--- src/rtl/modulo_contador_rolhas.sv ---
// Cork stock counter: consumes one cork per sealing, adds dispenser batches
// saturating at CAP, and requests refills with timeout supervision.
// Optional statistics counter guarded by `ROLHAS_ESTATISTICA_EN.
module modulo_contador_rolhas #(
    parameter int CAP     = 99,
    parameter int LOTE    = 15,
    parameter int LIMIAR  = 5,
    parameter int TIMEOUT = 1000
) (
    input  logic        clk,
    input  logic        rst_n,
    input  logic        vedar,
    input  logic        lote_ok,
    output logic [6:0]  reg_r,
    output logic        vedar_ack,
    output logic        vedar_erro,
    output logic        pedido_repor,
    output logic        excesso,
`ifdef ROLHAS_ESTATISTICA_EN
    output logic [15:0] total_vedacoes,
`endif
    output logic        falha_disp
);

    localparam int TW = (TIMEOUT > 2) ? $clog2(TIMEOUT) : 1;
    localparam logic [8:0]    CAP_W    = 9'(CAP);
    localparam logic [8:0]    LOTE_W   = 9'(LOTE);
    localparam logic [6:0]    LIMIAR_W = 7'(LIMIAR);
    localparam logic [TW-1:0] TMO_LAST = TW'(TIMEOUT - 1);

    typedef enum logic [1:0] {
        OCIOSO  = 2'd0,
        PEDINDO = 2'd1,
        FALHA   = 2'd2
    } estado_t;

    estado_t       estado_q;
    logic [6:0]    reg_q, reg_d;
    logic [TW-1:0] timer_q;
    logic          ack_q, erro_q, pedido_q, excesso_q, falha_q;
    logic [8:0]    soma_full;
    logic [6:0]    soma;
    logic          excesso_d;

    // Delivery is applied before the sealing request of the same cycle.
    always_comb begin
        soma_full = {2'b00, reg_q} + LOTE_W;
        excesso_d = lote_ok && (soma_full > CAP_W);
        soma      = reg_q;
        if (lote_ok)
            soma = excesso_d ? CAP_W[6:0] : soma_full[6:0];
        reg_d = soma;
        if (vedar && (soma != 7'd0))
            reg_d = soma - 7'd1;
    end

    always_ff @(posedge clk) begin
        if (!rst_n) begin
            estado_q  <= OCIOSO;
            reg_q     <= '0;
            timer_q   <= '0;
            ack_q     <= 1'b0;
            erro_q    <= 1'b0;
            pedido_q  <= 1'b0;
            excesso_q <= 1'b0;
            falha_q   <= 1'b0;
        end else begin
            reg_q     <= reg_d;
            ack_q     <= vedar && (soma != 7'd0);
            erro_q    <= vedar && (soma == 7'd0);
            excesso_q <= excesso_d;
            case (estado_q)
                OCIOSO: begin
                    if (reg_d <= LIMIAR_W) begin
                        estado_q <= PEDINDO;
                        pedido_q <= 1'b1;
                        timer_q  <= '0;
                    end
                end
                PEDINDO: begin
                    if (lote_ok) begin
                        estado_q <= OCIOSO;
                        pedido_q <= 1'b0;
                    end else if (timer_q == TMO_LAST) begin
                        // Reached exactly TIMEOUT edges after the request rose.
                        estado_q <= FALHA;
                        pedido_q <= 1'b0;
                        falha_q  <= 1'b1;
                    end else begin
                        timer_q <= timer_q + 1'b1;
                    end
                end
                FALHA: begin
                    if (lote_ok) begin
                        estado_q <= OCIOSO;
                        falha_q  <= 1'b0;
                    end
                end
                default: begin
                    estado_q <= OCIOSO;
                    pedido_q <= 1'b0;
                    falha_q  <= 1'b0;
                end
            endcase
        end
    end

`ifdef ROLHAS_ESTATISTICA_EN
    logic [15:0] total_q;

    always_ff @(posedge clk) begin
        if (!rst_n)
            total_q <= '0;
        else if (vedar && (soma != 7'd0))
            total_q <= total_q + 16'd1;
    end

    assign total_vedacoes = total_q;
`endif

    assign reg_r        = reg_q;
    assign vedar_ack    = ack_q;
    assign vedar_erro   = erro_q;
    assign pedido_repor = pedido_q;
    assign excesso      = excesso_q;
    assign falha_disp   = falha_q;

endmodule

--- config.mk ---
export PLATFORM = sky130hd
export DESIGN_NAME = modulo_contador_rolhas
export DESIGN_NICKNAME = d
export VERILOG_FILES = /design/src/rtl/modulo_contador_rolhas.sv
export SDC_FILE = /design/constraint.sdc
export NUM_CORES = 1
export LEC_CHECK = 0
export BUFFER_PORTS_ARGS = -buffer_cell sky130_fd_sc_hd__buf_2
export CAP_MARGIN = 25
export CELL_PAD_IN_SITES_DETAIL_PLACEMENT = 1
export CELL_PAD_IN_SITES_GLOBAL_PLACEMENT = 1
export CORE_UTILIZATION = 44
export CTS_CLUSTER_SIZE = 16
export DETAILED_ROUTE_END_ITERATION = 12
export PLACE_DENSITY_LB_ADDON = 0.1
export SLEW_MARGIN = 20
export SYNTH_ARGS = -nofsm -noshare
export SYNTH_HDL_FRONTEND = slang
export SYNTH_SLANG_ARGS = --single-unit
--- constraint.sdc ---
create_clock -name clk -period 3.3 [get_ports clk]
set_input_delay 0 -clock clk [delete_from_list [all_inputs] [get_ports clk]]
set_output_delay 0 -clock clk [all_outputs]
set_load 0.005 [all_outputs]
==> metrics.log <==
INFO  metric outcome = finished clean
INFO  metric cts-buffers-inserted = 3
INFO  metric holdWs = 0.0409 ns
INFO  metric cp-start-kind = flip-flop
INFO  metric drtPass1Iterations = 4
INFO  metric final.setup.tns = 0 ns
INFO  metric dp.final_hpwl = 3550 um
INFO  metric drt_wl_total = 4920 um
INFO  metric routabilityCongestion = 0.861
INFO  metric global_route.usage.met3 = 3.99%
INFO  metric die_outline_area = 0.00401 mm^2
INFO  metric launching_point_of_the_worst_reg2reg_path = reg_r[0]
INFO  metric yosysTopAreaCellShare = 29.0%
INFO  metric timing.reg2reg.worst_path_depth = 12
INFO  metric yosys_register_bits = 24
INFO  metric fillers = 448
INFO  metric cell_row_count = 21
INFO  metric post-route-min-period = 3.15 ns
INFO  metric maximum_number_of_pins_on_one_net_before_global_route_repair = 20
INFO  metric finish.net_count = 224
INFO  metric async_flop_share = 0%
INFO  metric cp.depth = 12
INFO  metric crit_path_max_incr_delay = 0.54 ns
INFO  metric syn_nets = 206
INFO  metric clock_sinks = 24
INFO  metric max-cap-violations = 0
INFO  metric vdd_ir_drop_max = 480 uV
INFO  metric clock_h_tree_levels = 1
INFO  metric yosysWarnings = 0
INFO  metric seq_area_frac_synth = 29.0%
INFO  metric count_of_final_hold_check_violations = 0
INFO  metric synth_cell_types = 53
INFO  metric synth_largest_area_cell = dfxtp_1
INFO  metric drv_slew = 0
INFO  metric finalCritPeriodShare = 95.5%
INFO  metric final_util = 53.5%
INFO  metric synth_top_cells_by_area = dfxtp_1 29%, a211oi_2 5.3%, nor2_1 3.9%, xnor2_1 3.7%, xor2_1 3.7%
INFO  metric synth-edff-count = 0
INFO  metric numPortBuffers = 15
INFO  metric globalRoute.busiestLayer = met2
INFO  metric syn-instance-count = 198
INFO  metric cell_count_after_placement = 255
INFO  metric syn_area_per_cell = 8.37 um^2
INFO  metric netlist_top_cells_count = 24 x dfxtp_1, 17 x nor2_1, 13 x nand2_1, 9 x nand3_1, 9 x o21ai_0
INFO  metric worst-path-buf-inv = 3
INFO  metric drc = 0
INFO  metric met1_usage = 32.7%
INFO  metric grt.overflow.total = 0
INFO  metric clockRootBuffer = clkbuf_8
INFO  metric route.vias.total = 1628
INFO  metric power_density = 686 mW/mm^2
INFO  metric cts.hold.buffers_added = 0
INFO  metric crit_arrival = 3.28 ns
INFO  metric layout_setup_ws = 0.149 ns
INFO  metric clock_latency = 0.26 ns
INFO  metric cp_top_family = simple AND/OR/NAND/NOR gates
INFO  metric wl_per_cell = 18.9 um
INFO  metric worst-endpoint-required = 3.43 ns
INFO  metric hold_path_depth = 3
INFO  metric hp-class = input pin to flip-flop
INFO  metric rr_endpoint = timer_q[3]
INFO  metric ys_dominant_reg_cell = dfxtp_1
INFO  metric final.setup_skew = 0.00971 ns
INFO  metric post_dr_vias_cell = 6.26
INFO  metric synthMostInstantiatedCell = dfxtp_1
INFO  metric worst-path-max-fanout = 10
INFO  metric global_route_wire_length_before_repair = 8020 um
INFO  metric worstSetupPathType = flip-flop to flip-flop
INFO  metric cts_tree = built
INFO  metric max_freq = 0.317 GHz
INFO  metric boundaryPins = 16
INFO  metric slew_headroom = 57.4%
INFO  metric diodes = 0
INFO  metric number_of_antenna_violations_at_the_first_check_in_global_routing = 0
INFO  metric finish.cell_count_without_fillers = 260
INFO  metric cts_max_path_buffers = 2
INFO  metric critPathCaptureType = flip-flop
INFO  metric syn2layout_area_growth = 11.9%
INFO  metric timing.critical_path.slowest_stage_cell = or4_4
INFO  metric post-place-ws = 0.112 ns
INFO  metric starting_density = 47.8%
INFO  metric whs_endpoint = timer_q[6]
INFO  metric die_extent_in_y = 63.4 um
INFO  metric cp_cell_sequence = buf_4 -> or4_4 -> nor4b_4 -> nor2_2 -> nand4_1 -> o21ai_0 -> ha_2 -> buf_4 -> a221o_1 -> o211ai_1 -> buf_6 -> a211oi_2
INFO  metric clk_transition_reported_paths = 0.08 ns
INFO  metric finalSetupViolations = 0
INFO  metric worst_hold_startpoint = rst_n
INFO  metric library_cell_appearing_most_often_on_the_critical_path = buf_4
INFO  metric detail-route-antenna-nets = 0
INFO  metric worst-slew-pin-transition = 0.635 ns
INFO  metric die-width = 63.4 um
INFO  metric global_route.usage.met2 = 44.5%
INFO  metric synth.cell_area = 0.00166 mm^2
INFO  metric via_count_of_the_first_global_routing_pass = 1632
INFO  metric setup.reg_to_reg.worst_slack = 0.15 ns
INFO  metric drtIter0Drc = 120
INFO  metric cellLeakagePower = 0.000656 uW
INFO  metric coreArea = 0.00347 mm^2
INFO  metric gr-usage-all-layers = 25.7%
INFO  metric drive_gt1_share = 22.9%
==> sequential cells by signal (all words and copies together) (netlist names) <==
| register | cells |
|---|---|
| vedar_ack | 1 |
| reg_r | 7 |
| excesso | 1 |
| pedido_repor | 1 |
| vedar_erro | 1 |
| timer_q | 10 |
| estado_q | 2 |
| falha_disp | 1 |
==> metrics by stage <==
stage               power [uW]  area [um^2]
global route              1350         1850
finish                    1270         1850
global placement          1000         1780
floorplan                  887         1660
CTS                       1210         1820
detailed placement        1040         1780
==> logic make-up (layout without fill, tap and decap cells) <==
kind of cell | after synthesis | in the layout | share of synthesized area [%]
flops | 24 | 24 | 29.0
mux | 5 | 5 | 3.17
xor+xnor | 14 | 14 | 7.40
buf+inv | 18 | 33 | 5.59
fa+ha+maj | 4 | 4 | 3.02
simple gates | 83 | 83 | 27.9
compound gates | 50 | 51 | 23.9
==> worst max path at each step <==
stage | start | end | slack (ns)
after floorplan | reg_r[2] | estado_q[0] | 0.31
after global placement | reg_r[0] | pedido_repor | 0.23
after detailed placement | reg_r[1] | reg_r[6] | 0.11
after CTS | reg_r[1] | reg_r[6] | 0.08
after global routing | reg_r[1] | timer_q[3] | -0.002
final | reg_r[0] | timer_q[3] | 0.15
==> repair_timing <==
item                                    in CTS  in global routing
setup buffers                                0                  1
endpoints found under the setup margin       0                 13
resized for setup                            0                  6
endpoints found under the hold margin        0                  0
==> report_power, final <==
part | total [uW] | leakage, uW | internal (uW) | switching [uW]
clock | 168 | 0.0000216 | 81.5 | 86.3
sequential | 379 | 0.000196 | 329 | 49.3
combinational | 725 | 0.000439 | 278 | 447
total | 1270 | 0.000656 | 688 | 583
==> placed cells by master (no fill, tap or decap), types with 4 or more instances in the layout <==
master,count
nor2b_1,4
nor2_1,17
and2_1,5
buf_4,8
nand2_1,13
a211oi_2,7
a21oi_1,8
nor3_1,8
dfxtp_1,23
buf_2,15
xor2_1,7
xnor2_1,7
nand4_1,6
inv_1,4
o21ai_0,8
nand3_1,9
==> tightest hold or removal path, stage by stage <==
cell and delay, ns:
buf_2 0.15, nand2_1 0.07, a21oi_1 0.04
==> routing by layer <==
layer | routed length [um] | part of all wire (%)
met5 | 0 | 0
met4 | 20 | 0.41
met3 | 242 | 4.9
met2 | 2390 | 49
met1 | 2260 | 46
==> layout make-up <==
cell class / instances / area (um^2) / share of cell area, %
clock buffer: 3 / 41.3 / 2.23
inverter: 6 / 22.5 / 1.21
multi-input combinational: 157 / 1100 / 59.6
sequential: 24 / 482 / 26.0
tap: 46 / 57.6 / 3.10
timing repair buffer: 24 / 146 / 7.89
(Power assumes the default switching activity.)
